### config.mk
export PLATFORM = sky130hd
export DESIGN_NAME = acc_cpu_ctrl
export DESIGN_NICKNAME = d
export VERILOG_FILES = /design/src/rtl/acc_cpu_pkg.sv /design/src/rtl/acc_cpu_wait_timer.sv /design/src/rtl/acc_cpu_ctrl.sv
export SDC_FILE = /design/constraint.sdc
export NUM_CORES = 1
export LEC_CHECK = 0
export BUFFER_PORTS_ARGS = -buffer_cell sky130_fd_sc_hd__buf_2
export CORE_MARGIN = 3
export CORE_UTILIZATION = 45
export DETAILED_ROUTE_END_ITERATION = 12
export PLACE_DENSITY = 0.83
export RECOVER_POWER = 25
export SLEW_MARGIN = 20
export SYNTH_ARGS = -nofsm -noshare
export SYNTH_HDL_FRONTEND = slang
export SYNTH_SLANG_ARGS = --single-unit
### constraint.sdc
create_clock -name clock -period 5.9 [get_ports clock]
set_input_delay 1.77 -clock clock [delete_from_list [all_inputs] [get_ports clock]]
set_output_delay 1.77 -clock clock [all_outputs]
set_load 0.05 [all_outputs]
### src/rtl/acc_cpu_pkg.sv
// Shared definitions for the 8-bit accumulator CPU control path.
// Holds the opcode map, ALU operation encodings, controller state encoding,
// instruction field positions and small decode helpers.
package acc_cpu_pkg;

  // Instruction fields: IR[7:4] = opcode, IR[3:0] = operand address.
  localparam int IR_OPC_MSB  = 7;
  localparam int IR_OPC_LSB  = 4;
  localparam int IR_ADDR_MSB = 3;
  localparam int IR_ADDR_LSB = 0;

  // Opcodes. 4'hB..4'hE are undefined.
  localparam logic [3:0] OP_NOP = 4'h0;
  localparam logic [3:0] OP_LDA = 4'h1;
  localparam logic [3:0] OP_STA = 4'h2;
  localparam logic [3:0] OP_ADD = 4'h3;
  localparam logic [3:0] OP_SUB = 4'h4;
  localparam logic [3:0] OP_AND = 4'h5;
  localparam logic [3:0] OP_OR  = 4'h6;
  localparam logic [3:0] OP_NOT = 4'h7;
  localparam logic [3:0] OP_JMP = 4'h8;
  localparam logic [3:0] OP_JZ  = 4'h9;
  localparam logic [3:0] OP_JN  = 4'hA;
  localparam logic [3:0] OP_HLT = 4'hF;

  // ALU operation select.
  localparam logic [2:0] ALU_ADD = 3'b000;
  localparam logic [2:0] ALU_SUB = 3'b001;
  localparam logic [2:0] ALU_AND = 3'b010;
  localparam logic [2:0] ALU_OR  = 3'b011;
  localparam logic [2:0] ALU_NOT = 3'b100;

  // Controller states.
  typedef enum logic [2:0] {
    ST_FETCH  = 3'd0,
    ST_DECODE = 3'd1,
    ST_MEM_RD = 3'd2,
    ST_EXEC   = 3'd3,
    ST_MEM_WR = 3'd4,
    ST_HALT   = 3'd5
  } ctrl_state_e;

  // ALU select for the opcode being executed; non-ALU opcodes map to ADD,
  // which is harmless because ACC is then loaded from memory or not at all.
  function automatic logic [2:0] alu_op_for(input logic [3:0] op);
    logic [2:0] sel;
    case (op)
      OP_ADD:  sel = ALU_ADD;
      OP_SUB:  sel = ALU_SUB;
      OP_AND:  sel = ALU_AND;
      OP_OR:   sel = ALU_OR;
      OP_NOT:  sel = ALU_NOT;
      default: sel = ALU_ADD;
    endcase
    return sel;
  endfunction

endpackage

### src/rtl/acc_cpu_wait_timer.sv
// Memory wait timer.
// Counts cycles spent waiting on a memory handshake and flags when the count
// has reached LIMIT. The count saturates at LIMIT.
//   clk     : clock, rising edge
//   reset   : synchronous active-high reset, clears the count
//   clr     : synchronous clear (takes priority over en)
//   en      : advance the count by one
//   expired : count equals LIMIT
module acc_cpu_wait_timer #(
  parameter int LIMIT = 15,
  parameter int CW    = 4
) (
  input  logic clk,
  input  logic reset,
  input  logic clr,
  input  logic en,
  output logic expired
);

  localparam logic [CW-1:0] LIMIT_C = CW'(LIMIT);
  localparam logic [CW-1:0] ONE_C   = {{(CW-1){1'b0}}, 1'b1};

  logic [CW-1:0] count_q;
  logic [CW-1:0] count_d;

  // Next count: clear, increment (saturating at LIMIT) or hold.
  always_comb begin
    count_d = count_q;
    if (clr) begin
      count_d = {CW{1'b0}};
    end else if (en && (count_q != LIMIT_C)) begin
      count_d = count_q + ONE_C;
    end else begin
      count_d = count_q;
    end
  end

  // Count register.
  always_ff @(posedge clk) begin
    if (reset) begin
      count_q <= {CW{1'b0}};
    end else begin
      count_q <= count_d;
    end
  end

  assign expired = (count_q == LIMIT_C);

endmodule

### src/rtl/acc_cpu_ctrl.sv
// Multi-cycle control FSM for the 8-bit accumulator CPU.
// Sequences FETCH / DECODE / MEM_RD / EXEC / MEM_WR / HALT and drives the
// datapath strobes. Data memory accesses use a ready handshake guarded by a
// wait timer; a timeout latches bus_error and parks the controller in HALT.
//   clock, reset            : clock and synchronous active-high reset
//   opcode                  : IR[7:4], valid from DECODE onward
//   acc_zero, acc_neg       : ACC status for conditional jumps
//   mem_ready               : data memory completed current access
//   ld_ir, ld_pc, pc_src    : IR/PC load controls (pc_src 1 = IR operand)
//   jmp_uncond              : unconditional jump taken
//   ld_ac, ac_src, alu_op   : ACC load control, source select, ALU op
//   mReadFlag, mWriteFlag   : data memory requests
//   halted, bus_error       : HALT state, sticky timeout flag
//   illegal_op              : one-cycle pulse on an undefined opcode
module acc_cpu_ctrl
  import acc_cpu_pkg::*;
#(
  parameter int WAIT_LIMIT = 15,
  parameter int CW         = 4
) (
  input  logic       clock,
  input  logic       reset,
  input  logic [3:0] opcode,
  input  logic       acc_zero,
  input  logic       acc_neg,
  input  logic       mem_ready,
  output logic       ld_ir,
  output logic       ld_pc,
  output logic       pc_src,
  output logic       jmp_uncond,
  output logic       ld_ac,
  output logic       ac_src,
  output logic [2:0] alu_op,
  output logic       mReadFlag,
  output logic       mWriteFlag,
  output logic       halted,
  output logic       bus_error,
  output logic       illegal_op
);

  ctrl_state_e state_q;
  ctrl_state_e state_d;
  logic        bus_error_q;
  logic        bus_error_d;

  logic        timer_clr_s;
  logic        timer_en_s;
  logic        timer_expired_s;

  logic        ld_ir_s;
  logic        ld_pc_s;
  logic        pc_src_s;
  logic        jmp_uncond_s;
  logic        ld_ac_s;
  logic        ac_src_s;
  logic [2:0]  alu_op_s;
  logic        mem_rd_s;
  logic        mem_wr_s;
  logic        halted_s;
  logic        illegal_op_s;

  // The timer is held clear outside the memory states, so every entry into
  // MEM_RD / MEM_WR starts from zero.
  acc_cpu_wait_timer #(
    .LIMIT (WAIT_LIMIT),
    .CW    (CW)
  ) u_wait_timer (
    .clk     (clock),
    .reset   (reset),
    .clr     (timer_clr_s),
    .en      (timer_en_s),
    .expired (timer_expired_s)
  );

  // Next-state and strobe decode from the current state and inputs.
  always_comb begin
    state_d      = state_q;
    bus_error_d  = bus_error_q;
    timer_clr_s  = 1'b1;
    timer_en_s   = 1'b0;
    ld_ir_s      = 1'b0;
    ld_pc_s      = 1'b0;
    pc_src_s     = 1'b0;
    jmp_uncond_s = 1'b0;
    ld_ac_s      = 1'b0;
    ac_src_s     = 1'b0;
    alu_op_s     = ALU_ADD;
    mem_rd_s     = 1'b0;
    mem_wr_s     = 1'b0;
    halted_s     = 1'b0;
    illegal_op_s = 1'b0;

    case (state_q)
      ST_FETCH: begin
        ld_ir_s = 1'b1;
        state_d = ST_DECODE;
      end

      ST_DECODE: begin
        case (opcode)
          OP_LDA, OP_ADD, OP_SUB, OP_AND, OP_OR: state_d = ST_MEM_RD;
          OP_STA: state_d = ST_MEM_WR;
          OP_NOT: state_d = ST_EXEC;
          OP_NOP: begin
            ld_pc_s = 1'b1;
            state_d = ST_FETCH;
          end
          OP_JMP: begin
            ld_pc_s      = 1'b1;
            pc_src_s     = 1'b1;
            jmp_uncond_s = 1'b1;
            state_d      = ST_FETCH;
          end
          OP_JZ: begin
            ld_pc_s  = 1'b1;
            pc_src_s = acc_zero;
            state_d  = ST_FETCH;
          end
          OP_JN: begin
            ld_pc_s  = 1'b1;
            pc_src_s = acc_neg;
            state_d  = ST_FETCH;
          end
          OP_HLT: state_d = ST_HALT;
          default: begin
            // Undefined opcode: flag it and skip like a NOP.
            illegal_op_s = 1'b1;
            ld_pc_s      = 1'b1;
            state_d      = ST_FETCH;
          end
        endcase
      end

      ST_MEM_RD: begin
        mem_rd_s    = 1'b1;
        timer_clr_s = 1'b0;
        // A ready arriving on the last allowed cycle still wins.
        if (mem_ready) begin
          state_d = ST_EXEC;
        end else if (timer_expired_s) begin
          bus_error_d = 1'b1;
          state_d     = ST_HALT;
        end else begin
          timer_en_s = 1'b1;
        end
      end

      ST_EXEC: begin
        ld_ac_s  = 1'b1;
        ld_pc_s  = 1'b1;
        ac_src_s = (opcode == OP_LDA);
        alu_op_s = alu_op_for(opcode);
        state_d  = ST_FETCH;
      end

      ST_MEM_WR: begin
        mem_wr_s    = 1'b1;
        timer_clr_s = 1'b0;
        if (mem_ready) begin
          ld_pc_s = 1'b1;
          state_d = ST_FETCH;
        end else if (timer_expired_s) begin
          bus_error_d = 1'b1;
          state_d     = ST_HALT;
        end else begin
          timer_en_s = 1'b1;
        end
      end

      ST_HALT: begin
        halted_s = 1'b1;
        state_d  = ST_HALT;
      end

      default: begin
        state_d = ST_FETCH;
      end
    endcase
  end

  // State and sticky error registers.
  always_ff @(posedge clock) begin
    if (reset) begin
      state_q     <= ST_FETCH;
      bus_error_q <= 1'b0;
    end else begin
      state_q     <= state_d;
      bus_error_q <= bus_error_d;
    end
  end

  // Force every output low while reset is high; this also drops memory
  // requests immediately when an access is aborted by reset.
  always_comb begin
    if (reset) begin
      ld_ir      = 1'b0;
      ld_pc      = 1'b0;
      pc_src     = 1'b0;
      jmp_uncond = 1'b0;
      ld_ac      = 1'b0;
      ac_src     = 1'b0;
      alu_op     = 3'b000;
      mReadFlag  = 1'b0;
      mWriteFlag = 1'b0;
      halted     = 1'b0;
      bus_error  = 1'b0;
      illegal_op = 1'b0;
    end else begin
      ld_ir      = ld_ir_s;
      ld_pc      = ld_pc_s;
      pc_src     = pc_src_s;
      jmp_uncond = jmp_uncond_s;
      ld_ac      = ld_ac_s;
      ac_src     = ac_src_s;
      alu_op     = alu_op_s;
      mReadFlag  = mem_rd_s;
      mWriteFlag = mem_wr_s;
      halted     = halted_s;
      bus_error  = bus_error_q;
      illegal_op = illegal_op_s;
    end
  end

endmodule

==> results.md, run 1 <==
* Clock root cell: clkbuf_4
* Post-CTS resize count at 0
* Met3 Usage GRT at 0.03734
* Achievable frequency at about 210 MHz
* Clock sinks at 8
* GRT met1 Usage at 0.1679
* PwrDens at about 180 nW/um^2
* Pre-CTS WS at between 1000 and 1500 ps
* Synth warn at 0
* Fin crit share at 0.8108
* Final instance area at 763.2 sq um
* Layout cell share with drive strength beyond 1 at 0.2523
* Core Footprint at between 1000 and 1500 sq um
* Net Sw Frac at 0.3218
* Seq/Total Area, Yosys at 0.2481
* Final WS setup at approximately 1100 ps
* RSZ-0062 raised after global routing: false
* Row cnt at 13
* Worst vdd ir at around 0.00012 V
* Dpl hpwl at ~1.1 mm
* Layout Utilization at 0.5793
* Final setup vio count at 0
* # diodes at 0
* Final WL at about 1.4 mm
* DRC at 0
* Final min period at 4784 ps
* H-Tree Depth at 1
* Cts bufs inserted at 3
* Skew final at between 1 and 1.5 ps
* Design Power at 136.4 uW
* Width of the die at 43.88 um
* Gr ovfl total at 0
* Mean Syn Cell Area at 7.337 sq um
* Synthesized instance count at 88
* Critical Path Start Type: input port
* Initial Util at 0.4900
* Syn nets at 98
* Fillcell total at ~140
* Psw at roughly 44 uW
* 1st-pass router iterations at 4
* DR iter-0 viols at 4
* Worst-Skew Late Latency at around 240 ps
* Via count at approximately 700
* Post-CTS Setup Bufs at 0
* ANT nets after route at 0
* Clk pwr share at 0.293
* Syn Std Cell Area at 645.6 sq um
* Worst R2R Path Depth at 4
* Routability Congestion at 0.7830
* Final Max Slew Viols at 0
* Slew headroom at 0.7198
* Hold Vio Cnt, Final at 0
* Combinational Power Share at 0.265
* Commonest non-fill, non-tap cell in the layout: buf_2
* Die area at slightly below 2000 sq um
* Port buffer count at 22
* LEAKAGE at around 0.34 nW
* WL/cell at 11.86 um
* Vias in the first global route at about 600
* Status: completed
* Req. time, crit path at roughly 4100 ps
* Flops & latches, synth at 8
* Fin nets at 119
* Met2 GRT Util at 0.2762
* HP Class: reg2reg
* GRT Resource Usage Total at 0.1494
* Max Cap Viol at 0
* Vias/cell at between 5 and 6
* Crit Path Category: in2out
* Share of power burned in registers at 0.442
* CTS max path bufs at 2
* Worst Path Max Fanout at 11
* Busiest grt layer: met2
* Setup TNS at 0 ps
* Worst-Margin Slew at about 420 ps
* Area after DPL at roughly 740 sq um
* CTS tree: done
* First-pass GRT wire length at ~2.3 mm
* # hold bufs at CTS at 0
* Hold depth at 2
* I/O pins at 23
* Worst path arrival time at about 3000 ps
* Crit end category: output pin
* Cell internal pwr at 92.50 uW
* Most frequent cells in the layout: buf_2 (20), nor2_1 (16), dfxtp_1 (8)
* Distinct cell type count after synthesis at 38
* Clock transition at the registers of the reported paths at 50 ps
* Initial antenna violation count at 0
* Pin count of the biggest net entering global routing at 14
* Area Growth Syn to Fin at 18.22%
* Die Ht at between 40 and 50 um
==> sequential cells by signal, indices dropped and copies added (netlist names) <==
register and cells:
bus_error_q 1, state_q 3, u_wait_timer.count_q 4
==> critical path: stages <==
cell and delay, ps:
clkbuf_1 200, and4bb_1 360, nor2b_1 200, nand2_1 110
nor2_1 110, buf_2 270
==> power by group through the flow <==
stage	clock, mW	combinational (mW)	sequential [mW]
2_1_floorplan	0	0.0304	0.0590
3_3_place_gp	0	0.0357	0.0611
3_5_place_dp	0	0.0363	0.0613
4_1_cts	0.0423	0.0364	0.0601
5_1_grt	0.0444	0.0394	0.0604
6_report	0.0399	0.0362	0.0603
==> cell usage after synthesis <==
cell | number | share of area
a211o_1 | 1 | 0.014
a211oi_1 | 1 | 0.012
a211oi_2 | 1 | 0.019
a21oi_1 | 3 | 0.023
a221oi_1 | 1 | 0.014
a311oi_1 | 1 | 0.014
a31oi_1 | 2 | 0.019
and2_1 | 1 | 0.0097
and3_1 | 4 | 0.039
and4bb_1 | 1 | 0.019
buf_2 | 1 | 0.0077
buf_4 | 2 | 0.023
clkbuf_1 | 3 | 0.017
dfxtp_1 | 8 | 0.25
ha_1 | 1 | 0.019
inv_1 | 2 | 0.012
inv_2 | 1 | 0.0058
mux2i_1 | 1 | 0.016
nand2_1 | 4 | 0.023
nand2b_1 | 1 | 0.0097
nand3b_1 | 2 | 0.023
nand4b_1 | 2 | 0.027
nor2_1 | 16 | 0.093
nor2b_1 | 4 | 0.039
nor3_1 | 6 | 0.047
nor3b_1 | 1 | 0.012
nor4_1 | 3 | 0.029
o21ai_0 | 1 | 0.0077
o21ai_1 | 2 | 0.016
o22ai_1 | 1 | 0.0097
o31a_1 | 1 | 0.014
o32a_1 | 1 | 0.016
or2_2 | 1 | 0.0097
or3_1 | 1 | 0.0097
or3b_1 | 1 | 0.014
or3b_4 | 1 | 0.017
xnor2_1 | 3 | 0.041
xor2_1 | 1 | 0.014
==> layer usage <==
layer  wire [um]  share of wire
met1         636           0.44
met2         729           0.50
met3          73          0.050
met4           8         0.0055
met5           0              0
==> area by class of cell <==
class	count	area, sq um	share of cell area
Timing Repair Buffer	22	107.6	0.1410
Sequential cell	8	160.2	0.2098
Clock buffer	3	22.52	0.02951
Inverter	3	11.26	0.01475
Multi-Input combinational cell	71	442.9	0.5803
Tap cell	15	18.77	0.02459
==> path summary, 6_finish.rpt <==
path               startpoint  slack, ps     endpoint
setup reg to reg   state_q[1]       4340   state_q[0]
hold / removal    bus_error_q        480  bus_error_q
setup / recovery        reset       1120    alu_op[2]
hold reg to reg   bus_error_q        480  bus_error_q
==> per-stage QoR <==
| step | hold slack, ps | cells |
|---|---|---|
| 3_5_place_dp | 461.7 | 119 |
| 6_report | 477.2 | 122 |
| 5_1_grt | 523.5 | 122 |
| 4_1_cts | 474.6 | 122 |
| 3_3_place_gp | 446.8 | 119 |
| 2_1_floorplan | 432.3 | 88 |
==> logic make-up after synthesis <==
kind of cell	synth area share
AND/OR/NAND/NOR	0.4206
flip-flops	0.2481
adder cells (fa/ha/maj)	0.01938
AO/OA/AOI/OAI	0.1764
buffers and inverters	0.06587
multiplexers	0.01550
XOR/XNOR	0.05427
No activity file was read; power rests on OpenSTA's default activity.
==> run 2, diff against run 1 <==
==> constraint.sdc (replaced) <==
create_clock -name clock -period 4.6 [get_ports clock]
set_input_delay 1.38 -clock clock [delete_from_list [all_inputs] [get_ports clock]]
set_output_delay 1.38 -clock clock [all_outputs]
set_load 0.05 [all_outputs]
==> run 2 against run 1 <==
  * Clock power up 36%
  * Sequential share of layout area down 0.14 points
  * Non-clock buffer count unchanged
  * Power up 31%
  * First-iteration DRC count rose to 3.3 times the previous value
  * Sequential power up 28%
  * Highest routed layer unchanged
==> results.md, run 2 (synthesis results as in run 1) <==
* R2R Setup Slk at 3030 ps (was 4340 ps)
* CTS tree: done (unchanged)
* DR iter-0 viols at 13 (was 4)
* Clock root cell: clkbuf_4 (unchanged)
* Port buffer count at 22 (unchanged)
* CTS max path bufs at 2 (unchanged)
* Row cnt at 13 (unchanged)
* Worst Path Max Fanout at 11 (unchanged)
* Fillcell total at 133 (was 135)
* Vias/cell at 5.639 (was 5.672)
* Worst path arrival time at 2670 ps (was 3010 ps)
* Placed cells at 119 (unchanged)
* Post-CTS Setup Bufs at 0 (unchanged)
* Req. time, crit path at 3220 ps (was 4130 ps)
* Die Ht at 43.88 um (unchanged)
* Initial antenna violation count at 0 (unchanged)
* Achievable frequency at 246.8 MHz
* Pin count of the biggest net entering global routing at 14 (unchanged)
* Final setup vio count at 0 (unchanged)
* Area Growth Syn to Fin at 18.99% (was 18.22%)
* Max reg flops at 4 (unchanged)
* Hold Vio Cnt, Final at 0 (unchanged)
* PwrDens at 232.3 nW/um^2 (was 178.7 nW/um^2)
* Most frequent cells in the layout: buf_2 (19), nor2_1 (16), dfxtp_1 (8) (was buf_2 (20), nor2_1 (16), dfxtp_1 (8))
* Worst-path cell with the longest stage delay: and4bb_1 (unchanged)
* # diodes at 0 (unchanged)
* Fin cells at 122 (unchanged)
* Skew final at 4.407 ps (was 1.109 ps)
* Critical Path Start Type: input port (unchanged)
* ANT nets after route at 0 (unchanged)
* Dpl hpwl at 1.169 mm (was 1.090 mm)
* Status: completed (unchanged)
* Fin crit share at 0.8807
* LEAKAGE at 0.3399 nW (was 0.3424 nW)
* 1st-pass router iterations at 4 (unchanged)
* Clock transition at the registers of the reported paths at 50 ps (about the same)
* I/O pins at 23 (unchanged)
* Clock sinks at 8 (unchanged)
* Setup TNS at 0 ps (unchanged)
* Reg2reg start: state_q[1] (unchanged)
* Slowest stage delay, CP at 370 ps (was 360 ps)
* H-Tree Depth at 1 (unchanged)
* Routability Congestion at 0.7480 (was 0.7830)
* Worst hold start: bus_error_q (unchanged)
* Multi-input logic area at 449.2 sq um (was 442.9 sq um)
* Reg-to-reg critical path endpoint: state_q[0] (unchanged)
* Max Cap Viol at 0 (unchanged)
* DRC at 0 (unchanged)
* HP Class: reg2reg (unchanged)
* Width of the die at 43.88 um (unchanged)
* Layout cell share with drive strength beyond 1 at 0.2523 (unchanged)
* Slew headroom at 0.6786 (was 0.7198)
* Cts bufs inserted at 3 (unchanged)
* Worst R2R Path Depth at 4 (unchanged)
* Top reg by flops: u_wait_timer.count_q (unchanged)
* Die area at 1925 sq um (unchanged)
* Crit Path Category: in2out (unchanged)
* Final Max Slew Viols at 0 (unchanged)
* First-pass GRT wire length at 2.518 mm (was 2.270 mm)
* Initial Util at 0.4900 (unchanged)
* Final min period at around 4000 ps
* Post-CTS resize count at 0 (unchanged)
* Hold depth at 2 (unchanged)
* GRT Resource Usage Total at 0.1764 (was 0.1494)
* Via count at 688 (was 692)
* # hold bufs at CTS at 0 (unchanged)
* Fin nets at 119 (unchanged)
* RSZ-0062 raised after global routing: false (unchanged)
* Commonest non-fill, non-tap cell in the layout: buf_2 (unchanged)
* Core Footprint at 1318 sq um (unchanged)
* Final WL at 1.567 mm (was 1.447 mm)
* Vias in the first global route at 593 (was 583)
* FF/Latch Area at 160.2 sq um (unchanged)
* Biggest regs: u_wait_timer.count_q: 4 flops, state_q: 3 flops, bus_error_q: 1 flops (unchanged)
* Worst vdd ir at 0.0001330 V (was 0.0001186 V)
* Worst-Margin Slew at 482.2 ps (was 420.3 ps)
* Worst-Skew Late Latency at 260 ps (was 240 ps)
* Hold Path End: bus_error_q (unchanged)
* Crit end category: output pin (unchanged)
* Gr ovfl total at 0 (unchanged)
* CP cell instances: clkbuf_1 -> and4bb_1 -> nor2b_1 -> nand2_1 -> nor2_1 -> buf_2 (unchanged)
* WL/cell at 12.84 um (was 11.86 um)
-- run 2: per-layer routing --
layer	share of wire	track usage
met4	0.016	0.1024
met3	0.067	0.04979
met2	0.48	0.2645
met1	0.43	0.2231
met5	0	0
-- run 2: final cells by class --
cell class	instances	area share
inverters	3	0.01466
well taps	15	0.02443
flip-flops and latches	8	0.2085
repair buffers	22	0.1384
clock buffers	3	0.02932
multi-input cells	71	0.5847
-- run 2: per-stage QoR --
stage | power, mW | util | worst slack (ps) | hold slack, ps | instance area, sq um
after floorplan | 0.1150 | - | 44.69 | 432.3 | 651.9
after global placement | 0.1247 | 0.5689 | 728.2 | 447.4 | 749.5
after detailed placement | 0.1260 | 0.5689 | 640.2 | 462.4 | 749.5
after CTS | 0.1808 | 0.5859 | 646.4 | 474.4 | 772.0
after global routing | 0.1888 | 0.5831 | 403.5 | 517.6 | 768.2
final | 0.1785 | 0.5831 | 548.8 | 473.7 | 768.2
-- run 2: worst max-delay path, delay by kind of cell --
family                 cells  cell delay, ps
buffers and inverters      2             490
and+or+nand+nor            4             800
-- run 2: power by group --
group          internal [mW]  switching [mW]  total (mW)  leakage (nW)
Clock                 0.0299          0.0243      0.0542        0.0138
Combinational         0.0172          0.0297      0.0469         0.261
Sequential            0.0716         0.00583      0.0774        0.0649
Total                  0.119          0.0598       0.178         0.340
-- run 2: worst max path at each step --
| stage | from | to | slack, ps | cells past startpoint |
|---|---|---|---|---|
| 3_5_place_dp | reset | alu_op[2] | 640 | 6 |
| 6_report | reset | alu_op[2] | 550 | 6 |
| 4_1_cts | reset | alu_op[2] | 650 | 6 |
| 5_1_grt | reset | alu_op[2] | 400 | 6 |
| 2_1_floorplan | opcode[1] | pc_src | 40 | 5 |
| 3_3_place_gp | opcode[1] | pc_src | 730 | 6 |
